<file path="src/rtl/servo_cmd_scheduler.sv">
// Servo command scheduler: parses A5/CMD/VAL/SUM packets, slews per-channel positions once per frame.
// Build macro SERVO_INVERT_EN: position commits store 255 - VAL for mirrored mounts.
module servo_cmd_scheduler #(
  parameter int         NUM_CH         = 2,
  parameter int         FRAME_CYCLES   = 1000000,
  parameter int         BYTE_TIMEOUT   = 52080,
  parameter int         TIMEOUT_FRAMES = 50,
  parameter logic [7:0] CENTER         = 8'd128
) (
  input  logic                clk50mhz,
  input  logic                rst,
  input  logic                rx_valid,
  input  logic [7:0]          rx_byte,
  output logic                frame_tick,
  output logic [8*NUM_CH-1:0] pos_flat,
  output logic                link_ok,
  output logic                pkt_err
);
  localparam int FW = $clog2(FRAME_CYCLES + 1);
  localparam int GW = $clog2(BYTE_TIMEOUT + 1);
  localparam int SW = $clog2(TIMEOUT_FRAMES + 1);
  localparam logic [7:0] HDR = 8'hA5;

  typedef enum logic [1:0] {IDLE, GOT_HDR, GOT_CMD, GOT_VAL} parse_state_t;

  parse_state_t  state_reg, state_next;
  logic [FW-1:0] frame_cnt_reg;
  logic          frame_tick_reg;
  logic [GW-1:0] gap_cnt_reg;
  logic [SW-1:0] silence_reg;
  logic          link_ok_reg;
  logic          pkt_err_reg;
  logic [7:0]    cmd_reg;
  logic [7:0]    val_reg;
  logic [7:0]    sum_calc;
  logic [7:0]    val_eff;
  logic          cmd_ch_ok;
  logic          byte_timeout;
  logic          bad_pkt;
  logic          commit_pos;
  logic          commit_step;
  logic          commit;
  logic          fail_entry;

  // Tick is registered off the last count so it lands in the cycle the counter reads 0,
  // and the first pulse comes a full frame after reset release.
  always_ff @(posedge clk50mhz) begin
    if (rst) begin
      frame_cnt_reg  <= '0;
      frame_tick_reg <= 1'b0;
    end else begin
      frame_tick_reg <= (frame_cnt_reg == FW'(FRAME_CYCLES - 1));
      if (frame_cnt_reg == FW'(FRAME_CYCLES - 1))
        frame_cnt_reg <= '0;
      else
        frame_cnt_reg <= frame_cnt_reg + FW'(1);
    end
  end

  assign sum_calc  = cmd_reg + val_reg;
  assign cmd_ch_ok = ({1'b0, cmd_reg[6:0]} < 8'(NUM_CH));

`ifdef SERVO_INVERT_EN
  assign val_eff = 8'hFF - val_reg;
`else
  assign val_eff = val_reg;
`endif

  always_ff @(posedge clk50mhz) begin
    if (rst) begin
      state_reg   <= IDLE;
      gap_cnt_reg <= '0;
      cmd_reg     <= '0;
      val_reg     <= '0;
      pkt_err_reg <= 1'b0;
    end else begin
      state_reg   <= state_next;
      pkt_err_reg <= bad_pkt | byte_timeout;
      if (rx_valid || state_reg == IDLE)
        gap_cnt_reg <= '0;
      else
        gap_cnt_reg <= gap_cnt_reg + GW'(1);
      if (rx_valid && state_reg == GOT_HDR)
        cmd_reg <= rx_byte;
      if (rx_valid && state_reg == GOT_CMD)
        val_reg <= rx_byte;
    end
  end

  always_comb begin
    state_next   = state_reg;
    byte_timeout = 1'b0;
    bad_pkt      = 1'b0;
    commit_pos   = 1'b0;
    commit_step  = 1'b0;
    if (state_reg != IDLE && !rx_valid && gap_cnt_reg == GW'(BYTE_TIMEOUT - 1)) begin
      byte_timeout = 1'b1;
      state_next   = IDLE;
    end else if (rx_valid) begin
      case (state_reg)
        IDLE:    if (rx_byte == HDR) state_next = GOT_HDR;
        GOT_HDR: state_next = GOT_CMD;
        GOT_CMD: state_next = GOT_VAL;
        GOT_VAL: begin
          state_next = IDLE;
          if (rx_byte != sum_calc)
            bad_pkt = 1'b1;
          else if (!cmd_reg[7] && cmd_ch_ok)
            commit_pos = 1'b1;
          else if (cmd_reg[7] && cmd_ch_ok)
            commit_step = 1'b1;
          else
            bad_pkt = 1'b1;
        end
        default: state_next = IDLE;
      endcase
    end
  end

  assign commit = commit_pos | commit_step;
  // A commit landing on the failsafe frame keeps the link alive and suppresses the recentre.
  assign fail_entry = frame_tick_reg && !commit &&
                      (silence_reg == SW'(TIMEOUT_FRAMES - 1));

  always_ff @(posedge clk50mhz) begin
    if (rst) begin
      silence_reg <= '0;
      link_ok_reg <= 1'b0;
    end else begin
      if (commit)
        silence_reg <= '0;
      else if (frame_tick_reg && silence_reg != SW'(TIMEOUT_FRAMES))
        silence_reg <= silence_reg + SW'(1);
      if (commit)
        link_ok_reg <= 1'b1;
      else if (fail_entry)
        link_ok_reg <= 1'b0;
    end
  end

  genvar gi;
  generate
    for (gi = 0; gi < NUM_CH; gi++) begin : g_ch
      logic [7:0]        pos_reg;
      logic [7:0]        target_reg;
      logic [3:0]        step_reg;
      logic signed [8:0] diff;
      logic [7:0]        mag;
      logic [7:0]        move;
      logic              ch_hit;

      assign ch_hit = (cmd_reg[6:0] == 7'(gi));

      always_comb begin
        diff = $signed({1'b0, target_reg}) - $signed({1'b0, pos_reg});
        mag  = diff[8] ? 8'(-diff) : 8'(diff);
        move = (mag < {4'b0, step_reg}) ? mag : {4'b0, step_reg};
      end

      // Slew reads the pre-edge target/step, so a same-cycle commit takes effect next frame.
      always_ff @(posedge clk50mhz) begin
        if (rst) begin
          pos_reg    <= CENTER;
          target_reg <= CENTER;
          step_reg   <= 4'd1;
        end else begin
          if (frame_tick_reg)
            pos_reg <= diff[8] ? (pos_reg - move) : (pos_reg + move);
          if (commit_pos && ch_hit)
            target_reg <= val_eff;
          else if (fail_entry)
            target_reg <= CENTER;
          if (commit_step && ch_hit)
            step_reg <= (val_reg[3:0] == 4'd0) ? 4'd1 : val_reg[3:0];
        end
      end

      assign pos_flat[8*gi +: 8] = pos_reg;
    end
  endgenerate

  assign frame_tick = frame_tick_reg;
  assign link_ok    = link_ok_reg;
  assign pkt_err    = pkt_err_reg;

endmodule
</file>
<file path="config.mk">
export PLATFORM = sky130hd
export DESIGN_NAME = servo_cmd_scheduler
export DESIGN_NICKNAME = d
export VERILOG_FILES = /design/src/rtl/servo_cmd_scheduler.sv
export SDC_FILE = /design/constraint.sdc
export NUM_CORES = 1
export LEC_CHECK = 0
export CORE_MARGIN = 2
export CORE_UTILIZATION = 50
export CTS_CLUSTER_SIZE = 10
export DETAILED_ROUTE_END_ITERATION = 10
export GPL_TIMING_DRIVEN = 1
export PLACE_DENSITY_LB_ADDON = 0.12
export SETUP_SLACK_MARGIN = 0.15
export SYNTH_ARGS = -nofsm -noshare
export SYNTH_HDL_FRONTEND = slang
export SYNTH_SLANG_ARGS = --single-unit
</file>
<file path="constraint.sdc">
create_clock -name clk50mhz -period 21.8 [get_ports clk50mhz]
set_clock_uncertainty 0.1 [all_clocks]
set_input_delay 3.27 -clock clk50mhz [delete_from_list [all_inputs] [get_ports clk50mhz]]
set_output_delay 3.27 -clock clk50mhz [all_outputs]
set_load 0.02 [all_outputs]
</file>
==> results of run 1 <==
-- path summary, 6_finish.rpt --
path                                           to  cells after the start                             from
setup / recovery  g_ch[1].pos_reg[7]$_SDFFE_PP1P_                     27  g_ch[1].pos_reg[0]$_SDFFE_PP0P_
hold / removal          gap_cnt_reg[0]$_SDFF_PP0_                      1        gap_cnt_reg[0]$_SDFF_PP0_
setup reg to reg  g_ch[1].pos_reg[7]$_SDFFE_PP1P_                     27  g_ch[1].pos_reg[0]$_SDFFE_PP0P_
hold reg to reg         gap_cnt_reg[0]$_SDFF_PP0_                      1        gap_cnt_reg[0]$_SDFF_PP0_
-- power groups by stage --
stage | sequential (uW) | clock (uW) | combinational, uW
finish | 190 | 168 | 119
global route | 191 | 179 | 134
CTS | 190 | 172 | 119
detailed placement | 195 | 0 | 118
global placement | 195 | 0 | 116
floorplan | 195 | 0 | 98.9
-- final cells by class --
class	instances	area [sq um]	area share, %
Clock buffer	11	233	3.17
Clock inverter	5	63.8	0.870
Inverter	52	195	2.66
Multi-Input combinational cell	599	4260	58.0
Sequential cell	103	2060	28.1
Tap cell	176	220	3.00
Timing Repair Buffer	32	308	4.19
-- routing by layer --
metal | part of all wire, % | vias up | wire length (um) | GRT usage (%)
met3 | 2.7 | 11 | 385 | 2.49
met4 | 1.5 | 0 | 212 | 7.72
met1 | 48 | 2577 | 6890 | 27.6
met5 | 0 | - | 0 | 0
li1 | - | 2770 | - | -
met2 | 48 | 60 | 6770 | 35.6
-- kinds of logic after synthesis --
| family | share of synthesized area [%] |
|---|---|
| compound gates | 16.6 |
| xor+xnor | 10.3 |
| fa+ha+maj | 12.0 |
| buf+inv | 5.01 |
| flops | 31.0 |
| mux | 4.24 |
| simple gates | 20.8 |
-- through the flow --
step	setup slack (ns)	power (uW)	hold WS, ns	std cells
2_1_floorplan	14.83	294	0.313	781
3_3_place_gp	14.17	311	0.327	962
3_5_place_dp	13.84	313	0.356	962
4_1_cts	13.76	481	0.372	978
5_1_grt	13.18	504	0.382	978
6_report	13.79	477	0.355	978
-- critical path, stage by stage, from the launching register on --
cell and delay, ns:
dfxtp_1 0.34, ha_1 0.26, fa_1 0.47, nor2b_4 0.19, o31a_1 0.19, nor4_1 0.06
o21bai_1 0.91, nor2_1 0.15, xor2_1 0.29, ha_1 0.30, a21oi_1 0.14, o21ai_0 0.13
or4_4 0.51, a211oi_4 0.49, and2b_2 0.28, a21o_2 0.19, inv_1 0.05, ha_1 0.21
a21oi_1 0.22, ha_1 0.28, a21o_1 0.15, a21o_1 0.19, a21o_1 0.18, a21o_1 0.19
a21o_1 0.18, a21oi_1 0.32, mux4_1 0.63, a2111oi_2 0.29
-- Yosys cell counts (2+ instances only) --
| cell | n |
|---|---|
| a211oi_1 | 6 |
| a21boi_0 | 2 |
| a21o_1 | 21 |
| a21oi_1 | 51 |
| a221o_1 | 2 |
| a22o_1 | 14 |
| a22oi_1 | 2 |
| a31oi_1 | 5 |
| and2_1 | 3 |
| and2b_2 | 2 |
| and3_1 | 14 |
| buf_2 | 2 |
| buf_6 | 4 |
| clkbuf_1 | 20 |
| dfxtp_1 | 103 |
| fa_1 | 5 |
| ha_1 | 56 |
| inv_1 | 52 |
| mux2i_1 | 21 |
| nand2_1 | 50 |
| nand2b_1 | 12 |
| nand3_1 | 28 |
| nand4_1 | 10 |
| nand4b_1 | 2 |
| nor2_1 | 91 |
| nor2b_1 | 6 |
| nor2b_4 | 2 |
| nor3_1 | 16 |
| nor4_1 | 10 |
| nor4_2 | 2 |
| o21a_1 | 3 |
| o21ai_0 | 26 |
| o21ai_1 | 3 |
| o21bai_1 | 2 |
| o31a_1 | 6 |
| o31ai_1 | 4 |
| or2_1 | 3 |
| or2_2 | 2 |
| or3_1 | 10 |
| or4_1 | 4 |
| or4b_2 | 2 |
| xnor2_1 | 40 |
| xor2_1 | 36 |
==> metrics.cfg, run 1 <==
[synthesis]
synth-seq-cells = 103
ys_seq_area_share_pct = 31.0
synth_area_leaders = dfxtp_1, ha_1, xnor2_1, nor2_1, xor2_1
synth_edf_count = 0
synth_cell_types = 69
async_reset_ff_share_pct = 0
post-synth-top-area-fraction_pct = 31.0
ys_warn_count = 0
syn_avg_cell_area_sq_um = 8.51
yosys.area.top_type = dfxtp_1
synth_nets = 853
synth_cells = 781
synth_flop_cell = dfxtp_1
synth_area_sq_mm = 0.00665

[pwr]
p_leak_uw = 0.00281
p_per_area_mw_per_mm2 = 65.0
p_seq_share_pct = 39.9
switchingPower_uw = 139
vdd_ir_drop_max_v = 0.0000389
clockPowerShare_pct = 35.2
p_comb_share_pct = 24.9
p_int_uw = 339
swShare_pct = 29.0

[sta]
setup_tns_ns = 0
max_freq_mhz = 125
setup_viol_count_final = 0
fin_crit_sh_pct = 36.8
slew_headroom_pct = 21.4
worstMarginPinSlew_ns = 1.18
rsz0062_at_grt = no
drv_slew = 0
hold_viol_final = 0
finalCriticalPeriod_ns = 8.01

[critical_path]
r2r_slack_ns = 13.79
start_kind = flop
worstPathRequired_ns = 21.96
crit_arrival_ns = 8.17
setup.worst_path.class = flop to flop
worstSetupEndpointType = flop
crit_fanout = 19

[final_layout]
nets = 869
syn_to_final_growth_pct = 10.4
final_util_pct = 56.1
antenna_cells = 0
final_cell_mix = dfxtp_1, nor2_1, ha_1
largest_reg_flops = 20
fin_area_sq_mm = 0.00734
layout_commonest_cell = dfxtp_1
fill_cells = 1200
layout-drive-gt1-share_pct = 5.49

[die]
die_w_um = 119
initial_core_util_pct = 50.8
rows = 42
io_pins = 30
core_sq_mm = 0.0131
dieArea_sq_mm = 0.0142
dieHeight_um = 119

[cts]
hold_buffers = 0
post-cts-setup-buffer-count = 0
cts_max_path_buffers = 2
clk_latency_ns = 0.37
path_clk_slew_ns = 0.07
cts_sinks = 103
cts-resized-gates = 0
clock-root-buffer = clkbuf_16
cts_buffers = 9
cts_tree = done
htree_levels = 3

[placement]
place.gp.congestion = 0.860
hpwl_um = 10500
place_area_sq_mm = 0.00704
port_buffers = 29

[status]
status = finished, final reports clean

[grt]
grt_pass1_wl_um = 24500
grt_max_degree = 60
grt_usage_pct = 21.0
antenna_found_initial = 0
grt_pass1_vias = 5335
overflow = 0

[route]
routed_wl_um = 14300
vias = 5418
wl_per_cell_um = 14.6
viasPerCell = 5.54
drc = 0
drt-pass1-iter-count = 4
detail_route.iter0.violations = 256
postRouteAntennaNets = 0

[worst_hold_path]
min_path_type = flop to flop

[run]
drv_cap = 0

Power figures use the tool's default switching activity.
==> run 2: changes to the inputs <==
==> constraint.sdc (replaced) <==
create_clock -name clk50mhz -period 7.7 [get_ports clk50mhz]
set_clock_uncertainty 0.1 [all_clocks]
set_input_delay 1.155 -clock clk50mhz [delete_from_list [all_inputs] [get_ports clk50mhz]]
set_output_delay 1.155 -clock clk50mhz [all_outputs]
set_load 0.02 [all_outputs]
==> metrics.cfg, run 2 (synthesis results as in run 1) <==
[sta]
layout_setup_ws_ns = 0.604
worstMarginPinSlew_ns = 0.795
setup_tns_ns = 0
rsz0062_at_grt = yes
max_freq_mhz = 141
drv_slew = 0
fin_crit_sh_pct = 92.2
finalCriticalPeriod_ns = 7.10
slew_headroom_pct = 46.8
hold_viol_final = 0
setup_viol_count_final = 0

[pwr]
vdd_ir_drop_max_v = 0.0000912
p_per_area_mw_per_mm2 = 181
p_leak_uw = 0.00282

[cts]
cts_max_path_buffers = 2
cts_buffers = 9
cts_sinks = 103
path_clk_slew_ns = 0.07
clk_latency_ns = 0.36
cts_tree = done
post-cts-setup-buffer-count = 0
cts-resized-gates = 0
hold_buffers = 0
clock-root-buffer = clkbuf_16
htree_levels = 3

[critical_path]
worstSetupEndpointType = flop
crit_arrival_ns = 7.26
crit_buf_inv = 2
critPathMostFrequentCell = a21o_1
ff2ff_path_depth = 29
slowest_delay_ns = 0.55
worstPathRequired_ns = 7.86
crit_cells = 29
start_kind = flop
cp_slowest_cell = mux4_2
crit_fanout = 11
setup.worst_path.class = flop to flop
cpLargestDelayFamily = compound AO/OA/AOI/OAI gates

[final_layout]
final_cells = 980
nets = 871
largest_reg_flops = 20
layout_commonest_cell = dfxtp_1
fill_cells = 1233
final_cell_mix = dfxtp_1, nor2_1, ha_1
syn_to_final_growth_pct = 10.8
seqCellArea_sq_mm = 0.00206
layout-drive-gt1-share_pct = 6.09
multi_input_area_sq_mm = 0.00427
antenna_cells = 0

[grt]
overflow = 0
grt_max_degree = 60
antenna_found_initial = 0
grt_usage_pct = 21.8
grt_pass1_wl_um = 25400
grt_pass1_vias = 5330

[die]
dieHeight_um = 119
dieArea_sq_mm = 0.0142
rows = 42
core_sq_mm = 0.0131
die_w_um = 119
io_pins = 30
initial_core_util_pct = 50.8

[placement]
pre_cts_slack_ns = 0.358
placed_cells = 964
hpwl_um = 10900
port_buffers = 29
place.gp.congestion = 0.922

[worst_hold_path]
min_path_type = flop to flop
whs_path_depth = 1

[route]
detail_route.iter0.violations = 219
viasPerCell = 5.53
vias = 5418
wl_per_cell_um = 15.1
drc = 0
drt-pass1-iter-count = 4
routed_wl_um = 14800
postRouteAntennaNets = 0

[run]
drv_cap = 0

[status]
status = finished, final reports clean

-- run 2: final cells by class --
class,instances,area share (%)
multi-input cells,599,58.0
inverters,52,2.65
flip-flops and latches,103,28.0
clock buffers,11,3.43
well taps,176,2.99
clock inverters,5,0.561
repair buffers,34,4.38
-- run 2: power breakdown --
group,switching (uW),internal [uW]
Combinational,167,172
Clock,214,239
Sequential,3.72,535
-- run 2: worst paths after layout --
path | end | slack (ns) | startpoint
hold / removal | gap_cnt_reg[0]$_SDFF_PP0_ | 0.35 | gap_cnt_reg[0]$_SDFF_PP0_
hold reg to reg | gap_cnt_reg[0]$_SDFF_PP0_ | 0.35 | gap_cnt_reg[0]$_SDFF_PP0_
setup reg to reg | g_ch[0].pos_reg[7]$_SDFFE_PP1P_ | 0.60 | g_ch[0].pos_reg[2]$_SDFFE_PP0P_
setup / recovery | g_ch[0].pos_reg[7]$_SDFFE_PP1P_ | 0.60 | g_ch[0].pos_reg[2]$_SDFFE_PP0P_
-- run 2: per-stage QoR --
step / area (sq um) / total power (uW) / util [%] / hold slack (ns)
2_1_floorplan: 6650 / 832 / - / 0.313
3_3_place_gp: 7060 / 881 / 53.9 / 0.327
3_5_place_dp: 7060 / 887 / 53.9 / 0.346
4_1_cts: 7350 / 1340 / 56.2 / 0.356
5_1_grt: 7360 / 1400 / 56.3 / 0.377
6_report: 7360 / 1330 / 56.3 / 0.347
-- run 2: layer usage --
| metal | vias up | global-route usage [%] | wire, um |
|---|---|---|---|
| li1 | 2772 | - | - |
| met1 | 2564 | 27.9 | 6840 |
| met2 | 66 | 37.6 | 7290 |
| met3 | 16 | 2.83 | 419 |
| met4 | 0 | 7.79 | 230 |
| met5 | - | 0 | 0 |
